File: src/rtl/spi_sram_target_sync.sv
// SPI mode-0 SRAM target, oversampled in the clk domain, decoding 23LC-style
// READ/WRITE/RDMR/WRMR commands onto a registered single-port memory interface.
module spi_sram_target_sync #(
  parameter int          SYNC_STAGES = 2,
  parameter int          ADDR_BYTES  = 3,
  parameter logic [7:0]  MODE_RESET  = 8'h40
) (
  input  logic        clk,
  input  logic        rst,
  input  logic        sck,
  input  logic        cs_n,
  input  logic        mosi,
  output logic        miso,
  output logic [23:0] mem_addr,
  output logic        mem_en,
  output logic        mem_wr,
  output logic [7:0]  mem_wdata,
  input  logic [7:0]  mem_rdata
);

  localparam logic [4:0]  ADDR_LAST = 5'(ADDR_BYTES * 8 - 1);
  localparam logic [23:0] ADDR_MASK = (ADDR_BYTES == 2) ? 24'h00FFFF : 24'hFFFFFF;

  typedef enum logic [2:0] {
    S_IDLE,
    S_CMD,
    S_ADDR,
    S_READ,
    S_WRITE,
    S_RDMODE,
    S_WRMODE,
    S_IGNORE
  } state_t;

  state_t state_reg, state_next;

  logic [SYNC_STAGES-1:0] sck_sync_reg;
  logic [SYNC_STAGES-1:0] cs_sync_reg;
  logic [SYNC_STAGES-1:0] mosi_sync_reg;
  logic [SYNC_STAGES-1:0] warm_reg;

  logic        armed_reg;
  logic [4:0]  bit_cnt_reg;
  logic [6:0]  shift_reg;
  logic [23:0] addr_reg;
  logic        is_read_reg;
  logic        first_reg;
  logic        rd_cap_reg;
  logic [7:0]  tx_reg;
  logic [7:0]  pf_reg;
  logic [3:0]  tx_cnt_reg;
  logic [7:0]  mode_reg;
  logic        miso_reg;
  logic [23:0] mem_addr_reg;
  logic        mem_en_reg;
  logic        mem_wr_reg;
  logic [7:0]  mem_wdata_reg;

  logic        sck_rise;
  logic        sck_fall;
  logic        cs_high;
  logic        mosi_s;
  logic [7:0]  rx_byte;
  logic [23:0] addr_full;
  logic [23:0] addr_inc;

  // Bit 0 is the newest sample; edges compare the last stage with the one before it.
  always_ff @(posedge clk) begin
    if (rst) begin
      sck_sync_reg  <= '0;
      cs_sync_reg   <= '1;
      mosi_sync_reg <= '0;
      warm_reg      <= '0;
    end else begin
      sck_sync_reg  <= {sck_sync_reg[SYNC_STAGES-2:0], sck};
      cs_sync_reg   <= {cs_sync_reg[SYNC_STAGES-2:0], cs_n};
      mosi_sync_reg <= {mosi_sync_reg[SYNC_STAGES-2:0], mosi};
      warm_reg      <= {warm_reg[SYNC_STAGES-2:0], 1'b1};
    end
  end

  assign sck_rise  = sck_sync_reg[SYNC_STAGES-2] & ~sck_sync_reg[SYNC_STAGES-1];
  assign sck_fall  = ~sck_sync_reg[SYNC_STAGES-2] & sck_sync_reg[SYNC_STAGES-1];
  assign cs_high   = cs_sync_reg[SYNC_STAGES-1];
  assign mosi_s    = mosi_sync_reg[SYNC_STAGES-1];
  assign rx_byte   = {shift_reg, mosi_s};
  assign addr_full = {addr_reg[22:0], mosi_s} & ADDR_MASK;
  assign addr_inc  = (addr_reg + 24'd1) & ADDR_MASK;

  always_ff @(posedge clk) begin
    if (rst) begin
      state_reg <= S_IDLE;
    end else begin
      state_reg <= state_next;
    end
  end

  always_comb begin
    state_next = state_reg;
    if (cs_high) begin
      state_next = S_IDLE;
    end else begin
      case (state_reg)
        S_IDLE: begin
          // After reset, a select that was already low is not a valid start.
          if (armed_reg) state_next = S_CMD;
        end
        S_CMD: begin
          if (sck_rise && bit_cnt_reg == 5'd7) begin
            case (rx_byte)
              8'h03, 8'h02: state_next = S_ADDR;
              8'h05:        state_next = S_RDMODE;
              8'h01:        state_next = S_WRMODE;
              default:      state_next = S_IGNORE;
            endcase
          end
        end
        S_ADDR: begin
          if (sck_rise && bit_cnt_reg == ADDR_LAST) begin
            state_next = is_read_reg ? S_READ : S_WRITE;
          end
        end
        S_WRMODE: begin
          if (sck_rise && bit_cnt_reg == 5'd7) state_next = S_IGNORE;
        end
        default: state_next = state_reg;
      endcase
    end
  end

  always_ff @(posedge clk) begin
    if (rst) begin
      armed_reg     <= 1'b0;
      bit_cnt_reg   <= '0;
      shift_reg     <= '0;
      addr_reg      <= '0;
      is_read_reg   <= 1'b0;
      first_reg     <= 1'b1;
      rd_cap_reg    <= 1'b0;
      tx_reg        <= '0;
      pf_reg        <= '0;
      tx_cnt_reg    <= '0;
      mode_reg      <= MODE_RESET;
      miso_reg      <= 1'b0;
      mem_addr_reg  <= '0;
      mem_en_reg    <= 1'b0;
      mem_wr_reg    <= 1'b0;
      mem_wdata_reg <= '0;
    end else begin
      mem_en_reg <= 1'b0;
      mem_wr_reg <= 1'b0;
      // Read data is valid the cycle after the memory samples the strobe.
      rd_cap_reg <= mem_en_reg & ~mem_wr_reg;
      if (cs_high && warm_reg[SYNC_STAGES-1]) armed_reg <= 1'b1;

      if (cs_high) begin
        bit_cnt_reg <= '0;
        shift_reg   <= '0;
        tx_cnt_reg  <= '0;
        miso_reg    <= 1'b0;
      end else begin
        case (state_reg)
          S_CMD: begin
            if (sck_rise) begin
              shift_reg <= rx_byte[6:0];
              if (bit_cnt_reg == 5'd7) begin
                bit_cnt_reg <= '0;
                is_read_reg <= (rx_byte == 8'h03);
                first_reg   <= 1'b1;
                addr_reg    <= '0;
                tx_cnt_reg  <= '0;
              end else begin
                bit_cnt_reg <= bit_cnt_reg + 5'd1;
              end
            end
          end
          S_ADDR: begin
            if (sck_rise) begin
              addr_reg <= addr_full;
              if (bit_cnt_reg == ADDR_LAST) begin
                bit_cnt_reg <= '0;
                if (is_read_reg) begin
                  mem_en_reg   <= 1'b1;
                  mem_addr_reg <= addr_full;
                end
              end else begin
                bit_cnt_reg <= bit_cnt_reg + 5'd1;
              end
            end
          end
          S_READ: begin
            if (rd_cap_reg) begin
              if (first_reg) begin
                tx_reg       <= mem_rdata;
                first_reg    <= 1'b0;
                addr_reg     <= addr_inc;
                mem_en_reg   <= 1'b1;
                mem_addr_reg <= addr_inc;
              end else begin
                pf_reg <= mem_rdata;
              end
            end
            if (sck_fall) begin
              if (tx_cnt_reg == 4'd8) begin
                // Byte boundary: swap in the prefetched byte and fetch the next one.
                miso_reg     <= pf_reg[7];
                tx_reg       <= {pf_reg[6:0], 1'b0};
                tx_cnt_reg   <= 4'd1;
                addr_reg     <= addr_inc;
                mem_en_reg   <= 1'b1;
                mem_addr_reg <= addr_inc;
              end else begin
                miso_reg   <= tx_reg[7];
                tx_reg     <= {tx_reg[6:0], 1'b0};
                tx_cnt_reg <= tx_cnt_reg + 4'd1;
              end
            end
          end
          S_WRITE: begin
            if (sck_rise) begin
              shift_reg <= rx_byte[6:0];
              if (bit_cnt_reg == 5'd7) begin
                bit_cnt_reg   <= '0;
                mem_en_reg    <= 1'b1;
                mem_wr_reg    <= 1'b1;
                mem_wdata_reg <= rx_byte;
                mem_addr_reg  <= addr_reg;
                addr_reg      <= addr_inc;
              end else begin
                bit_cnt_reg <= bit_cnt_reg + 5'd1;
              end
            end
          end
          S_RDMODE: begin
            if (sck_fall) begin
              miso_reg   <= mode_reg[~tx_cnt_reg[2:0]];
              tx_cnt_reg <= {1'b0, tx_cnt_reg[2:0] + 3'd1};
            end
          end
          S_WRMODE: begin
            if (sck_rise) begin
              shift_reg <= rx_byte[6:0];
              if (bit_cnt_reg == 5'd7) begin
                bit_cnt_reg <= '0;
                mode_reg    <= rx_byte;
              end else begin
                bit_cnt_reg <= bit_cnt_reg + 5'd1;
              end
            end
          end
          default: begin
            bit_cnt_reg <= '0;
            miso_reg    <= 1'b0;
          end
        endcase
      end
    end
  end

  assign miso      = miso_reg;
  assign mem_addr  = mem_addr_reg;
  assign mem_en    = mem_en_reg;
  assign mem_wr    = mem_wr_reg;
  assign mem_wdata = mem_wdata_reg;

endmodule

File: config.mk
export PLATFORM = sky130hd
export DESIGN_NAME = spi_sram_target_sync
export DESIGN_NICKNAME = d
export VERILOG_FILES = /design/src/rtl/spi_sram_target_sync.sv
export SDC_FILE = /design/constraint.sdc
export NUM_CORES = 1
export LEC_CHECK = 0
export BUFFER_PORTS_ARGS = -buffer_cell sky130_fd_sc_hd__buf_2
export CAP_MARGIN = 20
export CORE_ASPECT_RATIO = 0.8
export CORE_MARGIN = 3
export CORE_UTILIZATION = 55
export DETAILED_ROUTE_END_ITERATION = 7
export PLACE_DENSITY = 0.77
export SETUP_SLACK_MARGIN = 0.3
export SLEW_MARGIN = 20
export SYNTH_ARGS = -nofsm -noshare
export SYNTH_HDL_FRONTEND = slang
export SYNTH_SLANG_ARGS = --single-unit
File: constraint.sdc
create_clock -name clk -period 4.2 [get_ports clk]
set_input_delay 0.42 -clock clk [delete_from_list [all_inputs] [get_ports clk]]
set_output_delay 0.42 -clock clk [all_outputs]
set_load 0.02 [all_outputs]
==> impl_metrics.ini <==
[clock_network]
htreeDepth = 4
cts.hold.buffers_added = 0
cts_buffer_depth = 2
clock-sinks = 114
cts.clk_slew.worst_paths_ps = 60
post_cts_buffers = 0
clk_latency_ps = 410
numCtsBuffers = 17
cts_tree = done
cts-root-buf = clkbuf_16
post_cts_resized = 0

[power]
p_leak_nw = 2.658
p_comb_frac = 0.018
power_frac_clock = 0.566
pwr-share-seq = 0.416
netSwitchingPower_uw = 579.0
peakVddDrop_uv = 284.1
powerDensity_mw_per_mm2 = 365.1
intPower_mw = 2.045
finalPower_mw = 2.624
p_sw_frac = 0.2206

[timing]
skew_ps = 8.376
maxSlewViolCount = 0
setup_tns_ps = 0
worst_slew_pin_slew_ps = 1139
max_slew_margin = 0.2347
setup_viol = 0
rsz0062_at_grt = false
worst_slack_ps = 1084
fin_crit_sh = 0.7418
timing.final.crit_period_ps = 3116
fmax_ghz = 0.3210
final-hold-violation-count = 0

[drt]
wl_per_cell_um = 19.96
route.vias.total = 6655
drt-vias-per-instance = 6.777
drt_iter0_drc = 1208
wl_um = 19600
drc = 2
final_antenna_net_count = 0
first_pass_iters = 8

[global_routing]
gr-total-overflow = 0
antenna_found_initial = 0
grtUsageTotal = 0.3025
grt_max_degree = 43
grt_pass1_vias = 6075
grt_pass1_wl_um = 31510

[synthesis]
ys.flop_type = dfxtp_1
synth_top_family_by_area = compound AO/OA/AOI/OAI gates
syn-cell-area_mm2 = 0.006414
synth_edf_count = 0
syn_inst = 821
synth-simple-area-share = 0.2269
ys_async_sr_fraction = 0
synthXorXnorAreaFrac = 0.02595
synth.area.mux_share = 0.04780
yosysWarnings = 0
synth_cell_type_count = 74
synth_nets = 838
synth-seq-cells = 114
synth-seq-area-share = 0.3558
synth_compound_area_frac = 0.2679
avgSynthCellArea_um2 = 7.812
synth_adder_area_share = 0.007803

[final_layout]
final_area_mm2 = 0.007188
multiInputGateArea_mm2 = 0.003706
n_antenna_cell = 0
nets = 842
final_cells = 982
n_fill_cell = 903
seq_area_mm2 = 0.002282
drive_gt1_frac = 0.1372
area_delta_synth_final_pct = 12.08

[worst_setup_path]
worst-r2r-cell-count = 5
reg2reg_slack_ps = 1080
crit_arrival_ps = 3430
critPathRequiredTime_ps = 4510
crit_path_max_fanout = 27
cp-start-kind = register
startpoint = state_reg[0]$_SDFFE_PP0P_
reg2reg_to = mem_addr[20]$_SDFFE_PP0P_
critPathCapture = mem_addr[20]$_SDFFE_PP0P_
crit_type = register to register
r2r-start = state_reg[0]$_SDFFE_PP0P_
cp-end-kind = register

[placed_design]
dp.cells = 950
place.gp.congestion = 0.9374
dp_hpwl_um = 12740
pre_cts_slack_ps = 1278
place_area_mm2 = 0.006588
port_buffers = 47

[die]
coreArea_mm2 = 0.01110
dieArea_mm2 = 0.01300
dieHeight_um = 102.6
initial_core_util = 0.5776
rows = 34
die_x_um = 126.7
ios = 48

[hold_path]
hold_path_class = primary input to register
min_from = cs_n

[run_status]
status = complete, but fails checks
violations = design-rule violations

[run]
max_cap_viol_count = 0
-- area by class of cell --
| class | count | area share |
|---|---|---|
| Clock buffer | 18 | 0.06110 |
| Clock inverter | 14 | 0.02245 |
| Inverter | 21 | 0.01097 |
| Multi-Input combinational cell | 610 | 0.5156 |
| Sequential cell | 114 | 0.3175 |
| Tap cell | 144 | 0.02507 |
| Timing Repair Buffer | 61 | 0.04735 |
-- layer usage --
layer	GRT usage	vias to the layer above	share of wire
met5	0	-	0
met4	0.1096	0	0.029
met3	0.07716	75	0.11
met2	0.4516	503	0.42
met1	0.4257	3059	0.43
li1	-	3018	-
-- cell families (layout without fill, tap and decap cells) --
family / Yosys count / after routing
buffers and inverters: 97 / 114
AND/OR/NAND/NOR: 288 / 288
adder cells (fa/ha/maj): 4 / 4
AO/OA/AOI/OAI: 271 / 271
multiplexers: 28 / 28
flip-flops: 114 / 114
XOR/XNOR: 19 / 19
-- power by group through the flow --
| stage | clock network, mW | registers, mW | logic (mW) |
|---|---|---|---|
| after floorplan | 0 | 1.11 | 0.0301 |
| after global placement | 0 | 1.12 | 0.0441 |
| after detailed placement | 0 | 1.12 | 0.0449 |
| after CTS | 1.49 | 1.09 | 0.0454 |
| after global routing | 1.54 | 1.09 | 0.0500 |
| final | 1.49 | 1.09 | 0.0467 |
-- worst min-delay path by stage --
stage,endpoint,slack [ps],depth (start not counted)
after global routing,cs_sync_reg[0]$_SDFF_PP1_,180,2
final,cs_sync_reg[0]$_SDFF_PP1_,190,2
after global placement,cs_sync_reg[1]$_SDFF_PP1_,390,1
after detailed placement,cs_sync_reg[1]$_SDFF_PP1_,400,1
after CTS,cs_sync_reg[0]$_SDFF_PP1_,180,2
after floorplan,cs_sync_reg[1]$_SDFF_PP1_,390,1
-- cells in the mapped netlist, types with 4 or more instances --
master    instances  area (um^2)
inv_1            20        75.07
nor2b_1          14        87.58
clkbuf_1         43        161.4
a221oi_1         10        87.58
a211oi_1          4        30.03
or4_1             4        30.03
o32ai_1           8        70.07
o21ai_0          72        360.4
and3_1           13        81.33
a31oi_1           9        56.30
nand2b_1          6        37.54
nand4_1           6        37.54
dfxtp_1         114         2282
buf_2            22        110.1
buf_6             5        56.30
nor2_1           64        240.2
a21o_1            4        30.03
a21oi_1          81        405.4
nor3b_1           5        37.54
o22ai_1          11        68.82
xor2_1            8        70.07
a222oi_1          5        50.05
a311oi_1          5        43.79
nand3b_1          4        30.03
o211ai_1         12        90.09
mux2i_1          25        250.2
a32oi_1           5        43.79
o21ai_1           5        25.02
ha_1              4        50.05
a221o_1           5        50.05
nand2_1          88        330.3
nor3_1            9        45.04
nor4_1            5        31.28
nand3_1          40        200.2
xnor2_1          11        96.34
o31ai_1           8        60.06
or2_2             4        25.02
and2_1            6        37.54
a22oi_1           6        45.04
-- cell usage in the layout (no fill, tap or decap), drive strengths merged, types with 7 or more instances in the layout --
master | Yosys | final
nand4 | 7 | 7
nor3 | 10 | 10
a31oi | 9 | 9
dfxtp | 114 | 114
clkbuf | 45 | 18
mux2i | 25 | 25
a221oi | 10 | 10
o21ai | 77 | 77
clkinv | 1 | 8
nor4 | 7 | 7
o32ai | 8 | 8
nor2 | 65 | 65
a21oi | 82 | 82
xor2 | 8 | 8
buf | 31 | 61
xnor2 | 11 | 11
nand2 | 88 | 88
inv | 20 | 22
and3 | 13 | 13
o211ai | 12 | 12
nor3b | 7 | 7
o31ai | 8 | 8
nor2b | 14 | 14
nand3 | 40 | 40
o22ai | 11 | 11
-- worst max-delay path: stages, from the launching register on --
cell and delay, ps:
dfxtp_1 880, or3b_1 780, nor4_4 100, a211oi_4 690
nor2_2 260, a311oi_1 300
-- stage by stage --
| stage | utilization | hold slack (ps) |
|---|---|---|
| 2_1_floorplan | - | 389.5 |
| 3_3_place_gp | 0.5933 | 392.5 |
| 3_5_place_dp | 0.5933 | 397.4 |
| 4_1_cts | 0.6474 | 179.1 |
| 5_1_grt | 0.6474 | 184.7 |
| 6_report | 0.6474 | 189.7 |
Note: power is estimated with default switching activity, not from simulation.
